### config.mk
export PLATFORM = sky130hd
export DESIGN_NAME = chunked_borrow_subtractor_flat
export DESIGN_NICKNAME = d
export VERILOG_FILES = /design/src/rtl/chunked_borrow_subtractor_pkg.sv /design/src/rtl/chunked_borrow_subtractor_if.sv /design/src/rtl/chunked_borrow_subtractor_sub_chunk.sv /design/src/rtl/chunked_borrow_subtractor.sv /design/src/flat_wrapper.sv
export SDC_FILE = /design/constraint.sdc
export NUM_CORES = 1
export LEC_CHECK = 0
export BUFFER_PORTS_ARGS = -buffer_cell sky130_fd_sc_hd__buf_4
export CAP_MARGIN = 15
export CORE_MARGIN = 3
export CORE_UTILIZATION = 50
export DETAILED_ROUTE_END_ITERATION = 16
export PLACE_DENSITY_LB_ADDON = 0.25
export SYNTH_ARGS = -nofsm -noshare
export SYNTH_HDL_FRONTEND = slang
export SYNTH_SLANG_ARGS = --single-unit
### constraint.sdc
create_clock -name clk -period 3 [get_ports clk]
set_clock_uncertainty 0.15 [all_clocks]
set_input_delay 0.6 -clock clk [delete_from_list [all_inputs] [get_ports clk]]
set_output_delay 0.6 -clock clk [all_outputs]
set_load 0.02 [all_outputs]
### src/rtl/chunked_borrow_subtractor_pkg.sv
// ============================================================================
// Module      : chunked_sub_pkg
// Description : Shared state encoding and sizing helper for the chunked
//               borrow-ripple subtractor.
// Revision    : 1.0 - initial release
// ============================================================================
`default_nettype none

package chunked_sub_pkg;

    typedef enum logic [1:0] {
        IDLE = 2'd0,
        BUSY = 2'd1,
        DONE = 2'd2
    } state_t;

    function automatic int num_chunks(input int data_width, input int chunk_width);
        return data_width / chunk_width;
    endfunction

endpackage

`default_nettype wire

### src/rtl/chunked_borrow_subtractor_if.sv
// ============================================================================
// Module      : chunked_borrow_subtractor_if
// Description : Operand/result handshake bundle for the chunked subtractor.
//               CHUNKED_SUB_SIGNED_OVF_EN adds the signed-overflow flag.
// Revision    : 1.0 - initial release
// ============================================================================
`default_nettype none

interface chunked_borrow_subtractor_if #(
    parameter int DATA_WIDTH = 8
);
    logic                  in_valid;
    logic                  in_ready;
    logic [DATA_WIDTH-1:0] a;
    logic [DATA_WIDTH-1:0] b;
    logic                  out_valid;
    logic                  out_ready;
    logic [DATA_WIDTH-1:0] diff;
    logic                  borrow_out;
`ifdef CHUNKED_SUB_SIGNED_OVF_EN
    logic                  ovf;

    modport slave (
        input  in_valid, a, b, out_ready,
        output in_ready, out_valid, diff, borrow_out, ovf
    );
    modport master (
        output in_valid, a, b, out_ready,
        input  in_ready, out_valid, diff, borrow_out, ovf
    );
`else
    modport slave (
        input  in_valid, a, b, out_ready,
        output in_ready, out_valid, diff, borrow_out
    );
    modport master (
        output in_valid, a, b, out_ready,
        input  in_ready, out_valid, diff, borrow_out
    );
`endif
endinterface

`default_nettype wire

### src/rtl/chunked_borrow_subtractor_sub_chunk.sv
// ============================================================================
// Module      : sub_chunk
// Description : Combinational CHUNK_WIDTH-bit borrow-ripple subtractor slice.
// Revision    : 1.0 - initial release
// ============================================================================
`default_nettype none

module sub_chunk #(
    parameter int CHUNK_WIDTH = 2
) (
    input  wire logic [CHUNK_WIDTH-1:0] a_s,
    input  wire logic [CHUNK_WIDTH-1:0] b_s,
    input  wire logic                   bin,
    output logic      [CHUNK_WIDTH-1:0] d_s,
    output logic                        bout
);

    logic [CHUNK_WIDTH:0] w_borrow;

    assign w_borrow[0] = bin;

    generate
        for (genvar i = 0; i < CHUNK_WIDTH; i++) begin : g_bit
            assign d_s[i]         = a_s[i] ^ b_s[i] ^ w_borrow[i];
            assign w_borrow[i+1]  = (~a_s[i] & b_s[i]) | (~(a_s[i] ^ b_s[i]) & w_borrow[i]);
        end
    endgenerate

    assign bout = w_borrow[CHUNK_WIDTH];

endmodule

`default_nettype wire

### src/rtl/chunked_borrow_subtractor.sv
// ============================================================================
// Module      : chunked_borrow_subtractor
// Description : Multi-cycle a - b, one CHUNK_WIDTH slice per clock.
//               CHUNKED_SUB_SIGNED_OVF_EN adds a registered signed-overflow flag.
// Revision    : 1.0 - initial release
// ============================================================================
`default_nettype none

module chunked_borrow_subtractor
    import chunked_sub_pkg::*;
#(
    parameter int DATA_WIDTH  = 8,
    parameter int CHUNK_WIDTH = 2
) (
    input  wire logic                  clk,
    input  wire logic                  resetn,
    chunked_borrow_subtractor_if.slave bus
);

    localparam int NUM_CHUNKS = num_chunks(DATA_WIDTH, CHUNK_WIDTH);
    localparam int IDX_W      = $clog2(NUM_CHUNKS) + 1;
    localparam logic [IDX_W-1:0]      LAST_IDX   = IDX_W'(NUM_CHUNKS - 1);
    localparam logic [DATA_WIDTH-1:0] SLICE_MASK = DATA_WIDTH'({CHUNK_WIDTH{1'b1}});

    state_t                  state_q;
    logic [DATA_WIDTH-1:0]   a_q;
    logic [DATA_WIDTH-1:0]   b_q;
    logic                    borrow_q;
    logic [IDX_W-1:0]        idx_q;
    logic [DATA_WIDTH-1:0]   diff_q;
    logic [DATA_WIDTH-1:0]   diff_d;
    logic                    borrow_out_q;
    logic                    in_ready_q;
    logic                    out_valid_q;

    logic [31:0]             w_shamt;
    logic [CHUNK_WIDTH-1:0]  w_a_sl;
    logic [CHUNK_WIDTH-1:0]  w_b_sl;
    logic [CHUNK_WIDTH-1:0]  w_d_sl;
    logic                    w_bout;

    // Slice mux: the active chunk is shifted down to bit 0 of each operand.
    assign w_shamt = 32'(idx_q) * 32'(CHUNK_WIDTH);
    assign w_a_sl  = CHUNK_WIDTH'(a_q >> w_shamt);
    assign w_b_sl  = CHUNK_WIDTH'(b_q >> w_shamt);

    sub_chunk #(
        .CHUNK_WIDTH (CHUNK_WIDTH)
    ) u_slice (
        .a_s  (w_a_sl),
        .b_s  (w_b_sl),
        .bin  (borrow_q),
        .d_s  (w_d_sl),
        .bout (w_bout)
    );

    assign diff_d = (diff_q & ~(SLICE_MASK << w_shamt)) | (DATA_WIDTH'(w_d_sl) << w_shamt);

`ifdef CHUNKED_SUB_SIGNED_OVF_EN
    logic ovf_q;
    logic ovf_d;

    // Final slice carries the result MSB, so overflow is resolved on the last BUSY cycle.
    assign ovf_d = (a_q[DATA_WIDTH-1] != b_q[DATA_WIDTH-1]) &
                   (w_d_sl[CHUNK_WIDTH-1] != a_q[DATA_WIDTH-1]);

    always_ff @(posedge clk or negedge resetn) begin
        if (!resetn) begin
            ovf_q <= 1'b0;
        end else if (state_q == BUSY && idx_q == LAST_IDX) begin
            ovf_q <= ovf_d;
        end
    end

    assign bus.ovf = ovf_q;
`endif

    always_ff @(posedge clk or negedge resetn) begin
        if (!resetn) begin
            state_q      <= IDLE;
            a_q          <= '0;
            b_q          <= '0;
            borrow_q     <= 1'b0;
            idx_q        <= '0;
            diff_q       <= '0;
            borrow_out_q <= 1'b0;
            in_ready_q   <= 1'b1;
            out_valid_q  <= 1'b0;
        end else begin
            case (state_q)
                IDLE: begin
                    if (bus.in_valid) begin
                        a_q        <= bus.a;
                        b_q        <= bus.b;
                        borrow_q   <= 1'b0;
                        idx_q      <= '0;
                        in_ready_q <= 1'b0;
                        state_q    <= BUSY;
                    end
                end
                BUSY: begin
                    diff_q   <= diff_d;
                    borrow_q <= w_bout;
                    idx_q    <= idx_q + 1'b1;
                    if (idx_q == LAST_IDX) begin
                        borrow_out_q <= w_bout;
                        out_valid_q  <= 1'b1;
                        state_q      <= DONE;
                    end
                end
                DONE: begin
                    if (bus.out_ready) begin
                        out_valid_q <= 1'b0;
                        in_ready_q  <= 1'b1;
                        state_q     <= IDLE;
                    end
                end
                default: begin
                    out_valid_q <= 1'b0;
                    in_ready_q  <= 1'b1;
                    state_q     <= IDLE;
                end
            endcase
        end
    end

    assign bus.in_ready   = in_ready_q;
    assign bus.out_valid  = out_valid_q;
    assign bus.diff       = diff_q;
    assign bus.borrow_out = borrow_out_q;

endmodule

`default_nettype wire

### src/flat_wrapper.sv
// flat-port wrapper written by rule: the top's interface ports become plain ports
module chunked_borrow_subtractor_flat import chunked_sub_pkg::*;
#(
    parameter int DATA_WIDTH  = 8,
    parameter int CHUNK_WIDTH = 2
)
  (clk, resetn, bus_in_valid, bus_a, bus_b, bus_out_ready, bus_in_ready, bus_out_valid, bus_diff, bus_borrow_out);
  chunked_borrow_subtractor_if #(.DATA_WIDTH(DATA_WIDTH)) bus_i ();
  input  wire logic clk;
  input  wire logic resetn;
  input wire logic [$bits(bus_i.in_valid)-1:0] bus_in_valid;
  input wire logic [$bits(bus_i.a)-1:0] bus_a;
  input wire logic [$bits(bus_i.b)-1:0] bus_b;
  input wire logic [$bits(bus_i.out_ready)-1:0] bus_out_ready;
  output wire logic [$bits(bus_i.in_ready)-1:0] bus_in_ready;
  output wire logic [$bits(bus_i.out_valid)-1:0] bus_out_valid;
  output wire logic [$bits(bus_i.diff)-1:0] bus_diff;
  output wire logic [$bits(bus_i.borrow_out)-1:0] bus_borrow_out;
  assign bus_i.in_valid = bus_in_valid;
  assign bus_i.a = bus_a;
  assign bus_i.b = bus_b;
  assign bus_i.out_ready = bus_out_ready;
  assign bus_in_ready = bus_i.in_ready;
  assign bus_out_valid = bus_i.out_valid;
  assign bus_diff = bus_i.diff;
  assign bus_borrow_out = bus_i.borrow_out;
  chunked_borrow_subtractor #(.DATA_WIDTH(DATA_WIDTH), .CHUNK_WIDTH(CHUNK_WIDTH)) u_core (.clk(clk), .resetn(resetn), .bus(bus_i));
endmodule
# Word level (Yosys, flattened, before mapping)
# Cells that the tools add are included.
# Widths: inputs -> output; s select.
classes:
  bitwise_logic: 19
  magnitude_cmp: 0
  n_reduce_logical: 8
  n_eq_ne: 6
  div: 0
  mux: 13
  addsub: 1
  n_mul: 0
  shift: 4
op_table:
  columns: ["cell", "n"]
  rows:
  - ["$shr 8x4->2", 2]
  - ["$reduce_and 3->1", 3]
  - ["$and 8x8->8", 1]
  - ["$not 8->8", 1]
  - ["$or 8x8->8", 1]
  - ["$shl 2x4->8", 1]
  - ["$shl 2x4->8 const A", 1]
  - ["$mux 2", 3]
  - ["$not 1->1", 6]
  - ["$pmux 1 s3", 2]
  - ["$pmux 2 s3", 1]
  - ["$pmux 3 s2", 1]
  - ["$reduce_and 2->1", 3]
  - ["$and 1x1->1", 4]
  - ["$mux 1", 4]
  - ["$ne 2x2->1 const B", 2]
  - ["$xor 1x1->1", 4]
  - ["$add 3x1->3 const B", 1]
  - ["$eq 3x2->1 const B", 1]
  - ["$mux 3", 1]
  - ["$eq 2x1->1 const B", 1]
  - ["$eq 2x2->1 const B", 1]
  - ["$logic_not 2->1", 1]
  - ["$ne 2x1->1 const B", 1]
  - ["3 further kinds", 4]
word_totals:
  wordCells: 60
  out_inout_bits: 11
  inputBits: 20
  ff_bits: 33
  latch_bits: 0
  mem_count: 0
  rom_bits: 0
  ramBits: 0

# Depth between registers and ports, before layout
logic_depth:
  ltp_word: 8
  depth_mapped: 7
  depth_no_buf: 6

# By module
# A second synthesis with hierarchy kept.
unflattened:
  cells_unflattened: 123
  hier_area_um2: 1650.3
modules_own_cells:
  columns: ["mod", "area_per_inst_um2", "cells_each", "seq_area_each_um2", "n_inst"]
  rows:
  - ["chunked_borrow_subtractor", 1591.5, 116, 827.0, 1]
  - ["sub_chunk", 58.8, 7, 0.0, 1]

# Least setup slack after synthesis
# Ideal clock, no wire load.
synth_path:
  kind: "register to register"
  startpoint: "reg u_core.idx_q[0]"
  endpoint: "reg u_core.diff_q[1], in the netlist u_core.bus.diff[1]"
  required_ns: 2.729
  path_stages_with_launch: 8
  arrival_time_ns: 2.344
  setup_time_ns: 0.121
  path_slack_ns: 0.385
  period_less_slack_ns: 2.615
  path_buffers: 1
  path_cell_list: "dfrtp_1 > buf_4 > mux4_2 > and2_1 > fa_1 > fa_1 > nor2_1 > a22o_1"
synth_via:
  elab_chain_len: 8
  word_cells_on_any_way: 15
  classes_between: "4 x shift; 11 x bitwise"
synth_lines:
  columns: ["element", "line_no", "rtl"]
  rows:
  - ["start, declared", "chunked_borrow_subtractor.sv:29", "logic [IDX_W-1:0] idx_q;"]
  - ["start signal, assigned", "chunked_borrow_subtractor.sv:104", "idx_q <= idx_q + 1'b1;"]
  - ["$shr 8x4->2, on equally long branches", "chunked_borrow_subtractor.sv:44, chunked_borrow_subtractor.sv:45", null]
  - ["$xor 1x1->1", "chunked_borrow_subtractor_sub_chunk.sv:25", "assign w_borrow[i+1] = (~a_s[i] & b_s[i]) | (~(a_s[i] ^ b_s[i]) & w_borrow[i]);"]
  - ["$not 1->1", "chunked_borrow_subtractor_sub_chunk.sv:25", null]
  - ["$and 1x1->1", "chunked_borrow_subtractor_sub_chunk.sv:25", null]
  - ["$or 1x1->1", "chunked_borrow_subtractor_sub_chunk.sv:25", null]
  - ["$xor 1x1->1", "chunked_borrow_subtractor_sub_chunk.sv:24", "assign d_s[i] = a_s[i] ^ b_s[i] ^ w_borrow[i];"]
  - ["$shl 2x4->8", "chunked_borrow_subtractor.sv:57", "assign diff_d = (diff_q & ~(SLICE_MASK << w_shamt)) | (DATA_WIDTH'(w_d_sl) << w_shamt);"]
  - ["$or 8x8->8 *", "chunked_borrow_subtractor.sv:57", null]
  - ["end signal, assigned", "chunked_borrow_subtractor.sv:102", "diff_q <= diff_d;"]
  - ["end, declared", "chunked_borrow_subtractor.sv:30", "logic [DATA_WIDTH-1:0] diff_q;"]
# Every way passes the cells marked *; elsewhere a longest branch is shown, timed or not.
# A chain may end at the register's enable or synchronous reset.

# Worst setup path in the final report
layout_path:
  startpoint: "reg u_core.idx_q[1]"
  endpoint: "reg u_core.diff_q[3], in the netlist u_core.bus.diff[3]"
# The elaborated chain is that of the path after synthesis.

==> summary.md <==
| Metric | Value |
|---|---|
| Ys Warns | 0 |
| IO buf count | 30 |
| Design area | 1877 um^2 |
| Worst-path clk slew | around 0.1 ns |
| Setup crit end kind | flip-flop |
| Area growth syn-to-layout | 20.39% |
| Status | completed |
| Count of cell types in the netlist | 31 |
| Max Cap Viol | 0 |
| CTS max path bufs | 2 |
| Startpoint Class | flip-flop |
| Switching Fraction | 38.95% |
| Pins Over Slew Limit | 0 |
| Final hold violation count | 0 |
| Drt total wl | 2.739 mm |
| Syn_nets | 143 |
| Share of cells above drive strength 1 | 35.53% |
| Unrepaired setup endpoints after global routing | false |
| Post-Place Cells | 175 |
| Hold_buf cts | 0 |
| Antenna cells | 0 |
| Layout Cells excl Fill | ~180 |
| Die Wd | 61.84 um |
| Clk sinks | 33 |
| Dominant cell type by area after synthesis | dfrtp_1 |
| Worst EP arrival | 2.65 ns |
| Hold_ws | 0.02301 ns |
| Hpwl dp | 2.085 mm |
| GRT Total Usage | between 10% and 20% |
| Cell Rows | 19 |
| Number of synthesized flops with an enable pin | 0 |
| Placed Area | ~1800 um^2 |
| Overall power | 2.223 mW |
| Synthesized flop and latch total | 33 |
| HP Class | in2async |
| CTS Buf Count | 5 |
| CTS tree | done |
| Final Critical Period | approximately 2.6 ns |
| Initial antenna violation count | 0 |
| Max Clock Freq | 0.3909 GHz |
| Final setup vio count | 0 |
| First-pass GRT wire length | 4.602 mm |
| Post-CTS resize count | 0 |
| Post-Syn Instances | 116 |
| Comb power frac | 49.9% |
| I/O pins | 31 |
| Initial Utilization | between 50% and 60% |
| Final core occ | approximately two thirds |
| Power Internal | between 1 and 1.5 mW |
| Total negative slack | 0 ns |
| CTS root buf | clkbuf_4 |
| Clk_lat worst skew | 0.34 ns |
| Routability cong. | 0.8821 |
| Setup WS pre-CTS | between 0.4 and 0.5 ns |
| Wire per inst | 14.97 um |
| Core ar. | 2853 um^2 |
| Power share of the clock group | 13.0% |
| Crit-path max FO | 9 |
| Max transition margin | 55.02% |
| Synth Cell Area | 1559 um^2 |
| Chip height | ~62 um |
| Most used DFF post-synth | dfrtp_1 |
| Worst slew pin tran | 0.6717 ns |
| First DRT Iteration DRCs | 43 |
| Ys async rst share | 100.0% |
| Sequential area share after synthesis | 53.05% |
| Flop pwr share | a little under two fifths |
| Largest net degree at the start of global routing | 34 |
| Synth top area cells | dfrtp_1 51%, mux2_1 12%, mux4_2 5.8% |
| Final WS setup | 0.4419 ns |
| Crit path kind | reg2reg |
| Worst ir drop on vdd | between 500 and 600 uV |
| Via Count | 1,033 |
| CTS H-tree lvls | 2 |
| GRT overflow | 0 |
| Vias per cell | about 5.6 |
| Switching Power | 0.8657 mW |
| Die Area | 3824 um^2 |
| Layout Nets | 178 |
| Post-CTS setup buffer count | 0 |
| Fin crit share | approximately 85% |
| DRC viols | 0 |
| Top-area cell type share of the netlist area | 51.36% |
| DRT Pass-1 Iters | 4 |
| Req. time, crit path | 3.09 ns |
| P per Cell Area | between 1000 and 1500 nW/um^2 |
| Mean Syn Cell Area | between 10 and 15 um^2 |
| Routed Antenna Nets | 0 |
| Vias in the first global route | 1,033 |
| Leakage | 0.8742 nW |
-- metal layers --
layer  routed length (um)  GRT usage [%]  up-vias
met2                 1330          28.70       31
met5                    0              0        -
met1                 1206          19.23      510
met4                   44          7.879        0
met3                  158          6.818        6
li1                     -              -      486
-- worst max-delay path, stage by stage (launching register included) --
cell and delay [ns]:
dfrtp_1 0.54, mux4_2 0.35, and2_1 0.18, fa_1 0.38, fa_1 0.54, nor2_1 0.07
a22o_1 0.24
-- path summary, 6_finish.rpt --
| check | cells after the start | start | to | slack (ns) |
|---|---|---|---|---|
| min reg2reg | 1 | u_core.b_q[5] | u_core.b_q[5] | 0.34 |
| max in group asynchronous | 1 | resetn | u_core.bus.in_ready | 2.34 |
| max | 6 | u_core.idx_q[1] | u_core.bus.diff[3] | 0.44 |
| min | 1 | resetn | u_core.bus.borrow_out | 0.02 |
| min in group clk | 2 | bus_a[3] | u_core.a_q[3] | 0.32 |
| max reg2reg | 6 | u_core.idx_q[1] | u_core.bus.diff[3] | 0.44 |
-- Yosys cell counts (all sizes together), types with 3 or more instances --
master / instances
mux4: 4
nand2: 13
mux2: 17
buf: 5
nor3: 3
dfrtp: 32
inv: 4
o21ai: 3
nor2: 4
ha: 5
a22o: 5
-- layout make-up --
| class | instances | area [um^2] |
|---|---|---|
| inverter | 4 | 15.01 |
| clock buffer | 7 | 65.06 |
| multi-input combinational | 74 | 678.2 |
| fill | 231 | 975.9 |
| clock inverter | 1 | 5.005 |
| sequential | 33 | 827.0 |
| tap | 31 | 38.79 |
| timing repair buffer | 33 | 247.7 |
-- state kept, by name, indices dropped and copies added (netlist names) --
register / flops
u_core.a_q: 8
u_core.b_q: 8
u_core.bus.diff: 8
u_core.idx_q: 3
u_core.state_q: 2
u_core.borrow_q: 1
u_core.bus.borrow_out: 1
u_core.bus.in_ready: 1
u_core.bus.out_valid: 1
-- cell usage in the layout (no fill, tap or decap), types with 2 or more instances in the layout --
| cell | Yosys | layout |
|---|---|---|
| mux2_1 | 16 | 16 |
| nor2_1 | 4 | 4 |
| o21ai_1 | 2 | 2 |
| nand2_1 | 12 | 12 |
| nor3_2 | 2 | 2 |
| a21oi_1 | 2 | 2 |
| inv_1 | 4 | 4 |
| a22o_1 | 5 | 5 |
| and2_1 | 2 | 2 |
| mux4_2 | 4 | 4 |
| clkbuf_8 | 0 | 2 |
| nor3b_2 | 2 | 2 |
| clkbuf_4 | 0 | 5 |
| ha_1 | 5 | 5 |
| dfrtp_1 | 32 | 32 |
| buf_4 | 3 | 33 |
| o22ai_1 | 2 | 2 |
| o2bb2ai_1 | 2 | 2 |
| fa_1 | 2 | 2 |
| nand2b_1 | 2 | 2 |
-- cell families after synthesis --
family          Yosys count  share of synthesized area, %
compound gates           16                         7.464
fa+ha+maj                 7                         6.581
buf+inv                   9                         3.450
flops                    33                         53.05
mux                      21                         18.30
simple gates             30                         11.15
-- power by group through the flow --
stage	combinational, mW	clock [mW]	sequential [mW]
global route	1.23	0.315	0.858
floorplan	0.786	0	0.861
global placement	1.08	0	0.826
detailed placement	1.12	0	0.837
finish	1.11	0.290	0.823
CTS	1.12	0.292	0.827
(Power assumes the default switching activity.)
